[src/rtl/rr_grant_arbiter_if.sv]
// rtl/rr_grant_arbiter_if.sv - request/grant signal bundle for rr_grant_arbiter
interface rr_grant_arbiter_if #(
  parameter int N   = 4,
  parameter int IDW = 2
);
  logic [N-1:0]   REQ;
  logic [N-1:0]   GNT;
  logic [IDW-1:0] GNT_ID;
  logic           BUSY;
  logic           TIMEOUT;

  // Requester side drives REQ and observes the grant
  modport master (output REQ, input GNT, GNT_ID, BUSY, TIMEOUT);
  // Arbiter side observes REQ and drives the grant
  modport slave  (input REQ, output GNT, GNT_ID, BUSY, TIMEOUT);
endinterface

[src/rtl/rr_grant_arbiter.sv]
// rtl/rr_grant_arbiter.sv - round-robin hold-until-release arbiter with max-hold timeout
module rr_grant_arbiter #(
  parameter int N        = 4,
  parameter int IDW      = 2,
  parameter int MAX_HOLD = 8
) (
  input  logic              CLK,
  input  logic              R,
  rr_grant_arbiter_if.slave bus
);

  localparam int             CW       = (MAX_HOLD < 2) ? 1 : $clog2(MAX_HOLD + 1);
  localparam logic [CW-1:0]  HOLD_LIM = CW'(MAX_HOLD);
  localparam logic [N-1:0]   ONE_HOT0 = N'(1);
  localparam logic [IDW-1:0] PTR_RST  = IDW'(N - 1);

  typedef enum logic [1:0] {
    S_IDLE,
    S_GRANT,
    S_RECOVER
  } state_t;

  state_t         state;
  logic [IDW-1:0] ptr;
  logic [CW-1:0]  cnt;
  logic [N-1:0]   gnt;
  logic [IDW-1:0] gnt_id;
  logic           busy;
  logic           timeout;

  logic           win_valid;
  logic [IDW-1:0] win_id;
  logic [IDW-1:0] idx;
  logic           owner_req;
  logic           take;
  logic           expire;
  logic           drop;

  assign owner_req = bus.REQ[gnt_id];

  // Pick the first requester above ptr, wrapping so ptr itself is checked last
  always_comb begin
    win_valid = 1'b0;
    win_id    = '0;
    idx       = '0;
    for (int i = 1; i <= N; i++) begin
      idx = IDW'((int'(ptr) + i) % N);
      if (!win_valid && bus.REQ[idx]) begin
        win_valid = 1'b1;
        win_id    = idx;
      end
    end
  end

  // Decide this edge's action: new grant, timeout revoke, drop to idle, or hold
  always_comb begin
    take   = 1'b0;
    expire = 1'b0;
    drop   = 1'b0;
    case (state)
      S_GRANT: begin
        if (owner_req) begin
          expire = (MAX_HOLD != 0) && (cnt == HOLD_LIM);
        end else if (win_valid) begin
          take = 1'b1;
        end else begin
          drop = 1'b1;
        end
      end
      default: begin
        if (win_valid) begin
          take = 1'b1;
        end else begin
          drop = 1'b1;
        end
      end
    endcase
  end

  // Arbiter state and registered outputs; reset clears everything immediately
  always_ff @(posedge CLK or negedge R) begin
    if (!R) begin
      state   <= S_IDLE;
      ptr     <= PTR_RST;
      cnt     <= '0;
      gnt     <= '0;
      gnt_id  <= '0;
      busy    <= 1'b0;
      timeout <= 1'b0;
    end else begin
      timeout <= expire;
      if (take) begin
        state  <= S_GRANT;
        gnt    <= ONE_HOT0 << win_id;
        gnt_id <= win_id;
        ptr    <= win_id;
        cnt    <= CW'(1);
        busy   <= 1'b1;
      end else if (expire) begin
        state <= S_RECOVER;
        gnt   <= '0;
        busy  <= 1'b0;
      end else if (drop) begin
        state <= S_IDLE;
        gnt   <= '0;
        busy  <= 1'b0;
      end else if ((MAX_HOLD != 0) && (cnt < HOLD_LIM)) begin
        cnt <= cnt + 1'b1;
      end
    end
  end

  assign bus.GNT     = gnt;
  assign bus.GNT_ID  = gnt_id;
  assign bus.BUSY    = busy;
  assign bus.TIMEOUT = timeout;

endmodule

[src/flat_wrapper.sv]
// flat-port wrapper written by rule: the top's interface ports become plain ports
module rr_grant_arbiter_flat 
#(
  parameter int N        = 4,
  parameter int IDW      = 2,
  parameter int MAX_HOLD = 8
)
  (CLK, R, bus_REQ, bus_GNT, bus_GNT_ID, bus_BUSY, bus_TIMEOUT);
  rr_grant_arbiter_if #(.N(N), .IDW(IDW)) bus_i ();
  input  logic CLK;
  input  logic R;
  input wire logic [$bits(bus_i.REQ)-1:0] bus_REQ;
  output wire logic [$bits(bus_i.GNT)-1:0] bus_GNT;
  output wire logic [$bits(bus_i.GNT_ID)-1:0] bus_GNT_ID;
  output wire logic [$bits(bus_i.BUSY)-1:0] bus_BUSY;
  output wire logic [$bits(bus_i.TIMEOUT)-1:0] bus_TIMEOUT;
  assign bus_i.REQ = bus_REQ;
  assign bus_GNT = bus_i.GNT;
  assign bus_GNT_ID = bus_i.GNT_ID;
  assign bus_BUSY = bus_i.BUSY;
  assign bus_TIMEOUT = bus_i.TIMEOUT;
  rr_grant_arbiter #(.N(N), .IDW(IDW), .MAX_HOLD(MAX_HOLD)) u_core (.CLK(CLK), .R(R), .bus(bus_i));
endmodule
[config.mk]
export PLATFORM = sky130hd
export DESIGN_NAME = rr_grant_arbiter_flat
export DESIGN_NICKNAME = d
export VERILOG_FILES = /design/src/rtl/rr_grant_arbiter_if.sv /design/src/rtl/rr_grant_arbiter.sv /design/src/flat_wrapper.sv
export SDC_FILE = /design/constraint.sdc
export NUM_CORES = 1
export LEC_CHECK = 0
export CAP_MARGIN = 20
export CELL_PAD_IN_SITES_DETAIL_PLACEMENT = 0
export CELL_PAD_IN_SITES_GLOBAL_PLACEMENT = 1
export CORE_MARGIN = 3
export CORE_UTILIZATION = 39
export CTS_CLUSTER_SIZE = 20
export DETAILED_ROUTE_END_ITERATION = 16
export PLACE_DENSITY = 0.75
export SLEW_MARGIN = 20
export SYNTH_ARGS = -nofsm -noshare
export SYNTH_HDL_FRONTEND = slang
export SYNTH_SLANG_ARGS = --single-unit
[constraint.sdc]
create_clock -name CLK -period 2.1 [get_ports CLK]
set_clock_uncertainty 0.2 [all_clocks]
set_input_delay 0.42 -clock CLK [delete_from_list [all_inputs] [get_ports CLK]]
set_output_delay 0.42 -clock CLK [all_outputs]
set_load 0.05 [all_outputs]
==> flow_summary_export.csv <==
group,metric,value,unit
cts,worstSkewPairLatency,0.29,ns
timing,setup_slack,0.0732,ns
placement,place.gp.congestion,0.790,
logic_synthesis,number_of_synthesized_register_bits,15,
logic_synthesis,synth_ff_type,"dfrtp_1",
grt,total_congestion_overflow_after_global_routing,0,
cts,cts_setup_buffers,0,
routing,finalWirelength,1.66,mm
worst_setup_path,sort_of_element_at_the_end_of_the_critical_path,"output port",
grt,first_global_vias,645,
die,die_h,50.9,um
die,core_area,1820,um2
cts,cts_root_buf,"clkbuf_4",
worst_setup_path,timing.critical_path.arrival,1.41,ns
cts,clkSinkCount,15,
grt,grt_use_total,14.9,%
cts,numCtsBuffers,3,
power,total_leakage_power,0.000496,uW
worst_setup_path,path_cells,"clkdlybuf4s50_1",
timing,setup_violations,0,
grt,antenna_found_initial,0,
run_status,status,"finished clean",
worst_setup_path,path_depth,1,
run,cap_violations,0,
logic_synthesis,syn_nets,75,
worst_setup_path,worstRegToRegCells,4,
finish,drive_above_1_share,31.2,%
grt,first_pass_grt_wire_length,2.85,mm
cts,clockBufferDepth,2,
power,cellPowerDensity,1440,nW/um2
die,rows,15,
worst_setup_path,path_buf_inv,1,
cts,worst_setup_hold_path_clk_slew,0.09,ns
die,die_w,50.9,um
worst_setup_path,crit_required,1.48,ns
finish,multi_input_area,374,um2
grt,grt_start_max_net_pins,16,
worst_setup_path,crit_type,"flip-flop to output port",
die,total_i_o_pin_count,14,
logic_synthesis,synth.yosys.warnings,0,
placement,hpwl,1.29,mm
routing,drt_iter0_markers,12,
finish,final_cell_utilization_of_the_core,56.0,%
worst_setup_path,timing.critical_path.fanout_max,1,
finish,insertedDiodeCount,0,
placement,buffer_ports.inserted,13,
logic_synthesis,netlist_instances,67,
timing,relSlewSlack,67.3,%
routing,detailroute.via_count,624,
worst_setup_path,timing.critical_path.slowest_cell_delay,0.79,ns
worst_setup_path,r2r-end,"u_core.cnt[1]",
logic_synthesis,synthDistinctLibCells,32,
placement,post-place-ws,-0.123,ns
worst_setup_path,critical-path-slowest-cell,"clkdlybuf4s50_1",
logic_synthesis,synth.cell_area,786,um2
finish,num-nets-final,102,
logic_synthesis,seq_area_frac_synth,48.1,%
die,fp.dieArea,2590,um2
worst_setup_path,worstReg2RegStart,"u_core.bus.GNT_ID[1]",
routing,final_antenna_net_count,0,
logic_synthesis,post_synth.cell_area_avg,11.7,um2
routing,detail_route.drc_violations,0,
hold_path,hold_class,"input port to async pin",
cts,tritoncts,"built",
timing,finalHoldViolCount,0,
timing,worst_slew_pin_slew,0.489,ns
worst_setup_path,worstSetupStartpointType,"flip-flop",
logic_synthesis,synth-async-reset-ratio,100,%
finish,regArea,378,um2
cts,htree_num_levels,1,
timing,rsz0062_at_grt,"false",
cts,cts_resized,0,
routing,dr.pass1.iters,4,
finish,syn_to_layout_area_delta,29.8,%
timing,final_period_minus_worst_setup_slack,2.03,ns
worst_setup_path,worst-r2r-setup-slack,0.26,ns
logic_synthesis,synth-edff-count,0,
timing,achievable_frequency,493,MHz
finish,n_fill_cell,168,
power,vdd.ir_drop.worst,0.000893,V
timing,drv_slew,0,
timing,final_min_period_over_clock_period,96.5,%
cts,cts_hold_buf,0,
die,initial_core_util,43.2,%
routing,post_drt_wl_per_cell,14.1,um
routing,via_per_inst,5.29,
worst_setup_path,critical-path-top-delay-family,"buffers and inverters",
cells in the mapped netlist, drive strengths merged, types with 2 or more instances:
cell type   n  area share, %
a21o        2            1.9
a22o        3            3.3
a32o        2            2.5
dfrtp      13             41
dfstp       2            6.7
ha          2            3.2
inv         6            2.9
mux2i       6            7.6
nand2       2           0.96
nand2b      2            1.6
nand3b      2            1.9
nor2        4            2.2
nor3        2            3.3
nor3b       3            3.5
o22ai       2            2.4
or2         2            1.6
final cells by class:
cell class | count | area share (%)
inverters | 6 | 2.21
repair buffers | 23 | 18.4
well taps | 25 | 3.07
clock buffers | 4 | 2.58
flip-flops and latches | 15 | 37.1
multi-input cells | 45 | 36.7
cell families (layout without fill, tap and decap cells):
group,after synthesis,after routing,synth area share (%)
AOI/OAI and AO/OA,17,17,18.3
adders and majority gates,2,2,3.18
buffers and inverters,7,33,4.30
DFF,15,15,48.1
muxes,7,7,9.08
and+or+nand+nor,19,19,17.0
power by group:
part | internal, uW | switching, uW | leakage, uW
combinational | 360 | 452 | 0.000296
clock | 74.0 | 96.1 | 0.0000150
sequential | 398 | 86.0 | 0.000185
cells in the final DEF, fill, tap and decap left out, types with 2 or more instances in the layout:
master,Yosys,routed
buf_4,0,17
dfrtp_1,13,13
inv_1,6,6
mux2i_1,6,6
clkdlybuf4s50_1,0,6
nor2_1,3,3
a22o_1,3,3
clkbuf_4,0,3
nand2_1,2,2
nand3b_1,2,2
or2_1,2,2
nand2b_1,2,2
nor3b_1,2,2
a32o_1,2,2
a21o_1,2,2
ha_1,2,2
dfstp_2,2,2
worst max path at each step:
stage / startpoint / to / slack [ns]
final: u_core.bus.TIMEOUT / bus_TIMEOUT / 0.07
after global routing: u_core.bus.TIMEOUT / bus_TIMEOUT / 0.04
after CTS: u_core.bus.TIMEOUT / bus_TIMEOUT / 0.06
after detailed placement: bus_REQ[1] / u_core.bus.GNT[3] / -0.12
after global placement: bus_REQ[0] / u_core.bus.GNT[3] / -0.13
after floorplan: u_core.state[0] / u_core.cnt[1] / 0.11
metal layers:
layer  vias up  global-route usage, %  part of all wire [%]
li1        302                      -                     -
met5         -                      0                     0
met2        23                   22.8                    45
met4         0                   9.42                   2.5
met1       294                   19.4                    45
met3         5                   2.62                   6.9
flip-flops by register name, summed over array words and instances (netlist names):
name	count
u_core.bus.GNT	4
u_core.bus.GNT_ID	2
u_core.bus.TIMEOUT	1
u_core.cnt	4
u_core.ptr	2
u_core.state	2
per-stage QoR:
stage | hold WS (ns) | std cells | area, um2 | setup TNS [ns] | total power, uW
after floorplan | -0.0756 | 67 | 786 | 0 | 1040
after global placement | 0.282 | 114 | 993 | -0.617 | 1290
after detailed placement | 0.286 | 114 | 993 | -0.673 | 1310
after CTS | 0.237 | 118 | 1020 | 0 | 1480
after global routing | 0.276 | 118 | 1020 | 0 | 1560
final | 0.232 | 118 | 1020 | 0 | 1470
No activity file was read; power rests on OpenSTA's default activity.
